==> src/rtl/serial_adder.sv <==
// Bit-serial adder: one full-adder cell reused over WIDTH cycles, LSB first.
// Optional signed overflow output ovf enabled by defining SERIAL_ADDER_OVF_EN.
module serial_adder #(
  parameter int WIDTH = 8
) (
  input  logic             clk,
  input  logic             rst_n,
  input  logic             start,
  input  logic [WIDTH-1:0] a,
  input  logic [WIDTH-1:0] b,
  input  logic             cin,
  output logic             busy,
  output logic             done,
  output logic [WIDTH-1:0] sum,
`ifdef SERIAL_ADDER_OVF_EN
  output logic             ovf,
`endif
  output logic             cout
);

  localparam int CW = $clog2(WIDTH);
  localparam logic [CW-1:0] LAST = CW'(WIDTH - 1);

  typedef enum logic [1:0] {
    IDLE,
    SHIFT,
    DONE
  } state_t;

  state_t          state;
  logic [WIDTH-1:0] sa;
  logic [WIDTH-1:0] sb;
  logic [CW-1:0]    cnt;
  logic             carry;
  logic             fa_s;
  logic             fa_c;

  assign fa_s = sa[0] ^ sb[0] ^ carry;
  assign fa_c = (sa[0] & sb[0]) | (carry & (sa[0] ^ sb[0]));
  assign cout = carry;

  always_ff @(posedge clk or negedge rst_n) begin
    if (!rst_n) begin
      state <= IDLE;
      sa    <= '0;
      sb    <= '0;
      sum   <= '0;
      cnt   <= '0;
      carry <= 1'b0;
      busy  <= 1'b0;
      done  <= 1'b0;
`ifdef SERIAL_ADDER_OVF_EN
      ovf   <= 1'b0;
`endif
    end else begin
      done <= 1'b0;
      unique case (state)
        IDLE, DONE: begin
          if (start) begin
            sa    <= a;
            sb    <= b;
            carry <= cin;
            cnt   <= '0;
            busy  <= 1'b1;
            state <= SHIFT;
          end else begin
            state <= IDLE;
          end
        end
        SHIFT: begin
          // result fills from the MSB side, so bit 0 lands last at LSB
          sum   <= {fa_s, sum[WIDTH-1:1]};
          carry <= fa_c;
          sa    <= sa >> 1;
          sb    <= sb >> 1;
          cnt   <= cnt + 1'b1;
          if (cnt == LAST) begin
            state <= DONE;
            busy  <= 1'b0;
            done  <= 1'b1;
`ifdef SERIAL_ADDER_OVF_EN
            ovf   <= carry ^ fa_c;
`endif
          end
        end
        default: state <= IDLE;
      endcase
    end
  end

endmodule

==> config.mk <==
export PLATFORM = sky130hd
export DESIGN_NAME = serial_adder
export DESIGN_NICKNAME = d
export VERILOG_FILES = /design/src/rtl/serial_adder.sv
export SDC_FILE = /design/constraint.sdc
export NUM_CORES = 1
export LEC_CHECK = 0
export CAP_MARGIN = 40
export CORE_ASPECT_RATIO = 1.4
export CORE_MARGIN = 2
export CORE_UTILIZATION = 35
export CTS_BUF_LIST = sky130_fd_sc_hd__clkbuf_4
export DETAILED_ROUTE_END_ITERATION = 12
export DONT_BUFFER_PORTS = 1
export PLACE_DENSITY = 0.6
export SYNTH_ARGS = -nofsm -noshare
export SYNTH_HDL_FRONTEND = slang
export SYNTH_SLANG_ARGS = --single-unit
export TNS_END_PERCENT = 5
==> constraint.sdc <==
create_clock -name clk -period 2.1 [get_ports clk]
set_clock_uncertainty 0.15 [all_clocks]
set_input_delay 0.105 -clock clk [delete_from_list [all_inputs] [get_ports clk]]
set_output_delay 0.105 -clock clk [all_outputs]
set_load 0.02 [all_outputs]
* Word level (Yosys, flattened, before mapping) *
Index checks and enable logic that the tools add are counted.

cells by class
  $add $sub $neg = 1
  eq/ne operators = 5
  bitwise gates (word level) = 5
  reductions and logical operators = 5
  mux-type cells = 16

operators by type and width
  operator                                                               number
  8-bit one-hot mux with 2 select lines                                  2
  8-bit 2-to-1 mux                                                       2
  1-bit 2-to-1 mux                                                       6
  3-bit one-hot mux with 2 select lines                                  1
  2-bit != test, second input constant                                   2
  1-bit one-hot mux with 2 select lines                                  2
  2-bit one-hot mux with 2 select lines                                  1
  3-bit by 1-bit adder with 3-bit output, second input constant          1
  3-bit equality test, second input constant                             1
  3-bit 2-to-1 mux                                                       1
  3-bit AND reduction                                                    1
  1-bit bitwise AND                                                      2
  2-bit by 1-bit equality test with 1-bit output, second input constant  1
  2-bit equality test, second input constant                             1
  2-bit zero test                                                        1
  2-bit 2-to-1 mux                                                       1
  2-bit AND reduction                                                    1
  2-bit nonzero test                                                     1
  2-bit OR reduction                                                     1
  1-bit XOR                                                              2
  1-bit bitwise OR                                                       1

word-level totals
  word-level logic and storage cells = 40
  bits of input ports = 20
  register bits after elaboration = 32
  output and inout bits = 11

* Depth between registers and ports, before layout *
Gate-level depths: netlist of the first run.

  depth after elaboration = 4
  depth in mapped cells = 6
  depth with buffers taken out = 5

* Worst setup path before layout of the first run *
No wires, ideal clock.

  kind = register -> register
  from = register cnt[0]
  to = register cnt[2]
  path slack = 0.540 ns
  data arrival time = 1.289 ns
  path buffers = 0
  data required time = 1.829 ns
  stages on the path, launching flop included = 5
  period minus slack after synthesis = 1.560 ns
  setup time = 0.121 ns
  cell sequence = dfrtp_1 > ha_1 > ha_1 > mux2_4 > a22o_1

on the way
  word-level cells in the longest chain between the ends = 2

RTL lines
  what                                    line  source
  from (decl)                             33    logic [CW-1:0] cnt;
  from (signal assigned)                  76    cnt <= cnt + 1'b1;
  3-bit by 1-bit adder with 3-bit output  76
  3-bit one-hot mux with 2 select lines   57    unique case (state)

Every way passes these cells.
A chain may end at the register's enable or synchronous reset.

* Final worst setup path of the first run *
  from = register state[1]
  to = register sb[4]

on the way
  word-level cells in the longest chain between the ends = 4
  elaborated cells on any way between the ends = 8
  those cells by class = 3 x eq/ne; 1 x mux; 4 x reduce/logical

RTL lines
  what                                                                  line  source
  from (decl)                                                           30    state_t state;
  from (signal assigned)                                                44    state <= IDLE;
  from (signal assigned)                                                65    state <= SHIFT;
  from (signal assigned)                                                67    state <= IDLE;
  2-bit equality test / 2-bit zero test (equally long branches)         57
  2-bit OR reduction                                                    57
  2-bit != test (no line) / 2-bit nonzero test (equally long branches)  --
  2-bit AND reduction (no line)                                         --
  to (signal assigned)                                                  75    sb <= sb >> 1;
  to (decl)                                                             32    logic [WIDTH-1:0] sb;

Several ways; a longest one is shown, not always the timed one.

==> summary.md, run 1 <==
| Metric | Value |
|---|---|
| Root Buffer | `clkbuf_4` |
| Syn_nets | `between 150 and 200` |
| GRT overflow | `0` |
| Starting density of the core | `0.357` |
| Share of layout cells above drive strength 1 | `0.0909` |
| GPL Wtd Cong | `slightly below 0.8` |
| Routing usage on met2 | `0.210` |
| Max clock buf depth | `2` |
| Psw | `approximately 1.0 mW` |
| Syn Area/Cell | `about 11 sq um` |
| Fill cell count | `452` |
| Post-route ant nets | `0` |
| Crit path cell chain | `nor2b_4 -> a22oi_1 -> dlygate4sd3_1 -> nand2_1` |
| Cell-internal power | `between 1.5 and 2 mW` |
| RSZ-0062 raised after global routing | `false` |
| Most Used Layer, Global Route | `met2` |
| GRT Total Usage | `0.133` |
| Yosys reg bits | `32` |
| Unique cell type count in the Yosys netlist | `26` |
| Sw Share | `0.401` |
| Total CTS buffers | `5` |
| CP max stage cell | `dfrtp_1` |
| Overall Power | `about 2.5 mW` |
| Met1 usage | `0.172` |
| Post-synth top area cell | `dfrtp_1` |
| # rows | `29` |
| Kind of critical path | `flip-flop to flip-flop` |
| Final min period | `1870 ps` |
| Peak VDD IR | `~0.00055 V` |
| Max stage delay on crit path | `about 650 ps` |
| Pwr Density | `approximately 1300 nW/um^2` |
| Wirelength, routed | `slightly above 3000 um` |
| Hold WC Path Type | `input pin to asynchronous set/reset pin` |
| Max-cap violations | `0` |
| # DRC | `0` |
| Synth top area cells | `dfrtp_1, mux2i_1, nand2_1` |
| DP HPWL | `roughly 1900 um` |
| Detailed-route via count | `between 1,000 and 1,500` |
| Run status | `finished, final reports clean` |
| Die area | `just over 5000 sq um` |
| GR Layer Usage met3 | `0.0357` |
| Initial antenna violation count | `0` |
| Placed cell count | `204` |
| Final worst slack | `226 ps` |
| Clock power frac | `0.129` |
| DR WL/cell | `13.0 um` |
| Clk_lat worst skew | `~320 ps` |
| Largest net degree at the start of global routing | `33` |
| Worst slew margin | `0.554` |
| Worst reg2reg setup slack | `230 ps` |
| 1st-pass router iterations | `4` |
| Multi-input logic area | `between 600 and 700 sq um` |
| CP top delay family | `flip-flops` |
| Fin. Hold Viols | `0` |
| Async S/R FF share, synth | `1.00` |
| Crit-path max FO | `12` |
| First-pass GRT wire length | `~5300 um` |
| Worst EP required | `about 2200 ps` |
| Antenna cells | `0` |
| Max frequency | `533 MHz` |
| CTS tree | `yes` |
| Startpoint types | `flip-flop` |
| Sequential area share after synthesis | `0.502` |
| Sequential power share | `0.490` |
| Die W | `approximately 61 um` |
| PortBufs | `0` |
| Max H-tree Level | `2` |
| Vias in the first global route | `about 1,300` |
| Commonest cells in the synthesized netlist | `dfrtp_1, nand2_1, mux2i_1, a21oi_1, nor2b_1` |
| Synth Cell Area | `around 1600 sq um` |
| Tcrit/Tclk final | `0.893` |
| TNS Setup | `0 ps` |
| Comb power frac | `0.381` |
| Number of synthesized flops with an enable pin | `0` |
| CP Buf/Inv Count | `1` |
| Max Slew Vio Count | `0` |
| FF+latch area | `roughly 800 sq um` |
| Crit. End Element | `flip-flop` |
| Clock Pin Slew Worst Setup and Hold Paths | `about 100 ps` |
| Main flop type after synthesis | `dfrtp_1` |
| Vias per cell | `approximately 4.8` |
| Leakage | `about 0.83 nW` |
| P&R area growth vs syn | `19.9%` |
| Clk sink count | `32` |
| Slew @ Worst Pin | `around 670 ps` |
| DR iter-0 viols | `61` |
| Core Region | `around 4500 sq um` |
| Synth Warn # | `0` |
| Most common cell in the netlist | `dfrtp_1` |
| Nets | `just under 200` |
| I/O pin count | `31` |
| CP arrival | `around 1900 ps` |
| Chip Height | `83.9 um` |
| Post-Layout Cell Count | `around 240` |
| Setup violators final | `0` |
| Synth top area share | `0.502` |
| Post-Synthesis Cells | `150` |
| Worst Setup Slack post-DPL | `between 400 and 500 ps` |
-- registers in the layout (all words and copies together), names as in the netlist --
name,count
state,2
busy,1
done,1
cout,1
sa,8
sb,8
cnt,3
sum,8
-- final cells by class --
class	count	share of cell area
Multi-Input combinational cell	106	0.357
Clock inverter	3	0.00720
Tap cell	62	0.0406
Sequential cell	32	0.419
Inverter	1	0.00196
Timing Repair Buffer	29	0.155
Clock buffer	5	0.0196
-- per-stage QoR --
stage | util | instance area, sq um | hold WS, ps
floorplan | - | 1590 | -341
global placement | 0.355 | 1590 | -339
detailed placement | 0.355 | 1590 | -339
CTS | 0.428 | 1910 | 53.8
global route | 0.428 | 1910 | 67.0
finish | 0.428 | 1910 | 69.5
-- repair_timing --
| item | CTS | global route |
|---|---|---|
| setup endpoints to repair | 0 | 1 |
| buffers inserted | 0 | 0 |
| endpoints found under the hold margin | 54 | 0 |
| hold buffers | 26 | 0 |
| gates resized for setup | 0 | 1 |
-- metal layers --
metal / vias to the layer above / wire, um
li1: 570 / -
met5: - / 0
met4: 0 / 21
met3: 4 / 174
met2: 36 / 1490
met1: 534 / 1410
-- logic make-up (layout without fill, tap and decap cells) --
logic type / Yosys count / in the layout / share of synthesized area
AND/OR/NAND/NOR: 54 / 54 / 0.162
AO/OA/AOI/OAI: 34 / 34 / 0.139
flip-flops: 32 / 32 / 0.502
multiplexers: 15 / 15 / 0.0981
buffers and inverters: 12 / 38 / 0.0698
adder cells (fa/ha/maj): 3 / 3 / 0.0283
-- cell usage in the layout, fill, tap and decap left out, types with 3 or more instances in the layout --
master / count
a211oi_1: 9
a21oi_1: 12
buf_4: 3
clkbuf_4: 5
dfrtp_1: 32
dlygate4sd3_1: 24
mux2i_1: 13
nand2_1: 25
nand3_1: 4
nor2_1: 7
nor2b_1: 11
nor3_1: 3
o21ai_0: 5
o22ai_1: 3
-- power groups by stage --
stage / registers [mW] / logic [mW] / clock network [mW]
floorplan: 1.18 / 0.806 / 0
global placement: 1.24 / 0.801 / 0
detailed placement: 1.25 / 0.839 / 0
CTS: 1.24 / 0.969 / 0.344
global route: 1.28 / 1.11 / 0.368
finish: 1.24 / 0.964 / 0.326
-- path summary, 6_finish.rpt --
check                                    end  cells past startpoint                 start
hold reg to reg            sb[4]$_DFFE_PN0P_                      2     sb[4]$_DFFE_PN0P_
min in group clk            busy$_DFFE_PN0P_                      3                 start
setup reg to reg           sb[4]$_DFFE_PN0P_                      4  state[1]$_DFFE_PN0P_
max in group asynchronous  sb[0]$_DFFE_PN0P_                      2                 rst_n
setup / recovery           sb[4]$_DFFE_PN0P_                      4  state[1]$_DFFE_PN0P_
hold / removal             sb[2]$_DFFE_PN0P_                      2                 rst_n
No activity file was read; power rests on OpenSTA's default activity.
==> inputs of run 2 (changes only) <==
Settings changed: CORE_ASPECT_RATIO 1.4 to default, PLACE_DENSITY 0.6 to 0.47.
==> summary.md, run 2 (synthesized netlist as in run 1, its figures left out) <==
| Metric | Value |
|---|---|
| Initial antenna violation count | `0` |
| Reg2Reg Depth | `5` |
| Final min period | `1960 ps` |
| Comb power frac | `0.375` |
| RSZ-0062 raised after global routing | `false` |
| DR iter-0 viols | `54` |
| Fin. Hold Viols | `0` |
| Crit Reg-Reg Startpoint | `state[0]$_DFFE_PN0P_` |
| Clk_lat worst skew | `~330 ps` |
| Post-route ant nets | `0` |
| I/O pin count | `31` |
| Leakage | `approximately 0.85 nW` |
| TNS Setup | `0 ps` |
| Starting density of the core | `0.364` |
| GRT Total Usage | `0.146` |
| CTS tree | `yes` |
| Total CTS buffers | `5` |
| Crit path cell chain | `buf_4 -> nand2b_1 -> o22ai_1 -> nor2_1 -> dlygate4sd3_1` |
| Max-cap violations | `0` |
| Core Util, Final | `0.441` |
| Most common cell after layout, fill and taps aside | `dfrtp_1` |
| Setup bufs post-CTS | `0` |
| Vias per cell | `a little over 5` |
| Reg-to-Reg End | `sb[2]$_DFFE_PN0P_` |
| CP arrival | `2030 ps` |
| # rows | `24` |
| CP max stage cell | `dlygate4sd3_1` |
| Antenna cells | `0` |
| DP HPWL | `2090 um` |
| Detailed-route via count | `roughly 1,200` |
| Worst reg2reg setup slack | `roughly 140 ps` |
| Largest net degree at the start of global routing | `33` |
| Wirelength, routed | `about 3400 um` |
| Sequential power share | `0.449` |
| P&R area growth vs syn | `21.2%` |
| DR WL/cell | `about 15 um` |
| First-pass GRT wire length | `5810 um` |
| Kind of critical path | `flip-flop to flip-flop` |
| Die W | `slightly above 70 um` |
| Clk sink count | `32` |
| Pwr Density | `1410 nW/um^2` |
| PortBufs | `0` |
| Max clock buf depth | `2` |
| Setup violators final | `0` |
| Vias in the first global route | `~1,300` |
| Max H-tree Level | `2` |
| Tcrit/Tclk final | `0.934` |
| GRT overflow | `0` |
| Chip Height | `between 70 and 80 um` |
| Run status | `finished, final reports clean` |
| Die area | `5110 sq um` |
| Crit-path max FO | `18` |
| Max stage delay on crit path | `550 ps` |
| Nets | `around 200` |
| Share of layout cells above drive strength 1 | `0.107` |
| Max frequency | `between 500 and 600 MHz` |
| Slew @ Worst Pin | `approximately 630 ps` |
| Peak VDD IR | `around 0.00048 V` |
| Worst Setup Slack post-DPL | `490 ps` |
| Startpoint types | `flip-flop` |
| Largest regs | `sa: 8 flops, sb: 8 flops, sum: 8 flops` |
| Crit. End Element | `flip-flop` |
| Overall Power | `roughly 2.7 mW` |
| 1st-pass router iterations | `4` |
| # DRC | `0` |
| Cell-internal power | `about 1.7 mW` |
| Hold WC Path Type | `input pin to asynchronous set/reset pin` |
| Sw Share | `0.380` |
| Clock power frac | `0.176` |
| Max Slew Vio Count | `0` |
| Most frequent cells in the layout | `dfrtp_1, nand2_1, dlygate4sd3_1, mux2i_1, a21oi_1` |
| Psw | `roughly 1.0 mW` |
| Worst slew margin | `0.581` |
| Clock Pin Slew Worst Setup and Hold Paths | `around 110 ps` |
| Root Buffer | `clkbuf_4` |
| Final worst slack | `138 ps` |
| Worst EP required | `approximately 2200 ps` |
| Core Region | `approximately 4400 sq um` |
| GPL Wtd Cong | `slightly above 0.7` |
==> run 2: cell type report <==
type | instances | area, sq um
clock buffer | 6 | 45.0
clock inverter | 2 | 35.0
fill | 434 | 2450
inverter | 1 | 3.75
multi-input combinational | 106 | 682
sequential | 32 | 801
tap | 52 | 65.1
timing repair buffer | 30 | 300
==> run 2: timing repair <==
action                                  CTS  global route
endpoints found under the setup margin    0             2
hold buffers                             25             0
gates resized for setup                   0             1
endpoints found under the hold margin    54             0
==> run 2: worst max-delay path, delay by kind of cell (launching register included) <==
kind | cells | cell delay (ps)
buf+inv | 2 | 760
compound gates | 1 | 200
simple gates | 2 | 310
flops | 1 | 420
==> run 2: worst max-delay path by stage <==
stage	startpoint	to	slack (ps)	depth (start not counted)
final	state[0]$_DFFE_PN0P_	sb[2]$_DFFE_PN0P_	140	5
after detailed placement	cnt[0]$_DFFE_PN0P_	cnt[2]$_DFFE_PN0P_	490	4
after global routing	state[0]$_DFFE_PN0P_	sb[2]$_DFFE_PN0P_	30	5
after global placement	cnt[0]$_DFFE_PN0P_	cnt[2]$_DFFE_PN0P_	520	4
after floorplan	cnt[0]$_DFFE_PN0P_	cnt[2]$_DFFE_PN0P_	540	4
after CTS	start	sb[2]$_DFFE_PN0P_	20	5
==> run 2: through the flow <==
stage	hold slack, ps	area [sq um]	std cells
after global placement	-339	1590	196
after detailed placement	-339	1590	196
after global routing	58.6	1930	229
after CTS	51.7	1930	229
final	56.8	1930	229
after floorplan	-341	1590	150
==> run 2: power groups by stage <==
| stage | sequential, mW | combinational (mW) | clock, mW |
|---|---|---|---|
| final | 1.23 | 1.02 | 0.480 |
| after CTS | 1.23 | 1.03 | 0.496 |
| after detailed placement | 1.24 | 0.879 | 0 |
| after global placement | 1.23 | 0.841 | 0 |
| after global routing | 1.27 | 1.18 | 0.524 |
| after floorplan | 1.18 | 0.806 | 0 |
==> run 2: per-layer routing <==
layer | wire, um | share of wire | global-route usage | vias up
met1 | 1420 | 0.42 | 0.174 | 571
met2 | 1680 | 0.50 | 0.246 | 30
met3 | 211 | 0.063 | 0.0492 | 7
met5 | 0 | 0 | 0 | -
met4 | 44 | 0.013 | 0.0482 | 0
li1 | - | - | - | 571
==> inputs of run 3 (changes only) <==
==> constraint.sdc (replaced) <==
create_clock -name clk -period 2.1 [get_ports clk]
set_clock_uncertainty 0.15 [all_clocks]
set_input_delay 0 -clock clk [delete_from_list [all_inputs] [get_ports clk]]
set_output_delay 0 -clock clk [all_outputs]
set_load 0.02 [all_outputs]
==> summary.md, run 3 (synthesized netlist as in run 1, its figures left out) <==
| Metric | Value |
|---|---|
| CP arrival | `around 2000 ps` |
| Crit path cell chain | `buf_4 -> nand2b_1 -> o22ai_1 -> dlygate4sd3_1 -> nor2_1` |
| First-pass GRT wire length | `roughly 5700 um` |
| Crit-path max FO | `18` |
| # rows | `24` |
| Largest net degree at the start of global routing | `33` |
| Crit. End Element | `flip-flop` |
| FF+latch area | `between 800 and 900 sq um` |
| Vias in the first global route | `approximately 1,300` |
| Post-route ant nets | `0` |
| Wirelength, routed | `roughly 3400 um` |
| Core Region | `4380 sq um` |
| Psw | `1.05 mW` |
| GRT overflow | `0` |
| Peak VDD IR | `between 0.0004 and 0.0005 V` |
| Root Buffer | `clkbuf_4` |
| Chip Height | `about 71 um` |
| TNS Setup | `0 ps` |
| Pwr Density | `~1400 nW/um^2` |
| Worst reg2reg setup slack | `~130 ps` |
| Nets | `201` |
| Most frequent cells in the layout | `dfrtp_1, nand2_1, dlygate4sd3_1, mux2i_1, a21oi_1` |
| Tcrit/Tclk final | `0.938` |
| DR WL/cell | `~15 um` |
| Worst EP required | `between 2000 and 2500 ps` |
| GPL Wtd Cong | `slightly above 0.7` |
| Share of layout cells above drive strength 1 | `0.112` |
| GRT Total Usage | `0.144` |
| DP HPWL | `between 2000 and 2500 um` |
| Final min period | `1970 ps` |
| Clk_lat worst skew | `330 ps` |
| Clock power frac | `0.175` |
| Largest regs | `sa: 8 flops, sb: 8 flops, sum: 8 flops` |
| # DRC | `0` |
| Fill cell count | `between 400 and 500` |
| Max stage delay on crit path | `580 ps` |
| Initial antenna violation count | `0` |
| Overall Power | `between 2 and 3 mW` |
| Fin. Hold Viols | `0` |
| Comb power frac | `0.378` |
| Crit Reg-Reg Startpoint | `state[0]$_DFFE_PN0P_` |
| Clk sink count | `32` |
| CTS tree | `yes` |
| 1st-pass router iterations | `4` |
| PortBufs | `0` |
| Cell-internal power | `approximately 1.7 mW` |
| Die area | `approximately 5100 sq um` |
| Reg2Reg Depth | `5` |
| DR iter-0 viols | `between 40 and 50` |
| Worst slew margin | `0.528` |
| Max frequency | `slightly above 500 MHz` |
| Reg-to-Reg End | `sb[3]$_DFFE_PN0P_` |
| CP max stage cell | `dlygate4sd3_1` |
| Startpoint types | `flip-flop` |
| Starting density of the core | `0.364` |
| Max Slew Vio Count | `0` |
| I/O pin count | `31` |
| Run status | `finished, final reports clean` |
| Setup violators final | `0` |
| RSZ-0062 raised after global routing | `false` |
| Hold WC Path Type | `input pin to asynchronous set/reset pin` |
| Max-cap violations | `0` |
| Vias per cell | `between 5 and 6` |
| Multi-input logic area | `682 sq um` |
| Antenna cells | `0` |
| Slew @ Worst Pin | `a little over 700 ps` |
| Sequential power share | `0.447` |
| Setup bufs post-CTS | `0` |
| Die W | `71.5 um` |
| Leakage | `roughly 0.86 nW` |
| Max clock buf depth | `2` |
| Kind of critical path | `flip-flop to flip-flop` |
| Sw Share | `0.381` |
| Total CTS buffers | `5` |
| P&R area growth vs syn | `23.1%` |
| Most common cell after layout, fill and taps aside | `dfrtp_1` |
| Max H-tree Level | `2` |
| Clock Pin Slew Worst Setup and Hold Paths | `about 110 ps` |
| Detailed-route via count | `1,217` |
| Core Util, Final | `0.447` |
## run 3: cell types whose count changed in the layout (fill, tap and decap cells not counted), sizes merged
cell,before,now
buf,6,7
dlygate4sd3,23,24
## run 3: power by group through the flow
stage / logic, mW / registers (mW) / clock network, mW
after global placement: 0.841 / 1.23 / 0
after floorplan: 0.806 / 1.18 / 0
final: 1.04 / 1.23 / 0.481
after global routing: 1.19 / 1.27 / 0.524
after detailed placement: 0.879 / 1.24 / 0
after CTS: 1.04 / 1.23 / 0.496
## run 3: worst max-delay path, delay by kind of cell (launching register included)
kind	cells	cell delay, ps
buf+inv	2	790
flops	1	420
simple gates	2	300
compound gates	1	200
## run 3: layout make-up
| class | count | share of cell area |
|---|---|---|
| repair buffers | 32 | 0.168 |
| well taps | 52 | 0.0332 |
| clock inverters | 2 | 0.0179 |
| inverters | 1 | 0.00191 |
| clock buffers | 6 | 0.0230 |
| flip-flops and latches | 32 | 0.408 |
| multi-input cells | 106 | 0.348 |
## run 3: worst max path at each step
stage,from,end,slack (ps)
2_1_floorplan,cnt[0]$_DFFE_PN0P_,cnt[2]$_DFFE_PN0P_,540
3_3_place_gp,cnt[0]$_DFFE_PN0P_,cnt[2]$_DFFE_PN0P_,520
3_5_place_dp,cnt[0]$_DFFE_PN0P_,cnt[2]$_DFFE_PN0P_,490
4_1_cts,start,sb[2]$_DFFE_PN0P_,100
5_1_grt,state[0]$_DFFE_PN0P_,sb[3]$_DFFE_PN0P_,60
6_report,state[0]$_DFFE_PN0P_,sb[3]$_DFFE_PN0P_,130
## run 3: what timing repair did
| action | in CTS | in global routing |
|---|---|---|
| hold buffers | 27 | 0 |
| gates resized for setup | 0 | 1 |
| hold endpoints to repair | 54 | 0 |
| endpoints found under the setup margin | 0 | 2 |
## run 3: per-layer routing
layer	vias up	wire, um	global-route usage
met5	-	0	0
met4	0	44	0.0545
met3	7	221	0.0464
met2	38	1690	0.238
met1	596	1440	0.174
li1	576	-	-
## run 3: stage by stage
| stage | hold slack (ps) | instances | instance area, sq um | worst slack [ps] |
|---|---|---|---|---|
| 3_3_place_gp | -444 | 196 | 1590 | 525 |
| 5_1_grt | 40.5 | 231 | 1960 | 62.8 |
| 6_report | 33.3 | 231 | 1960 | 131 |
| 4_1_cts | 31.3 | 231 | 1960 | 103 |
| 3_5_place_dp | -444 | 196 | 1590 | 490 |
| 2_1_floorplan | -446 | 150 | 1590 | 540 |
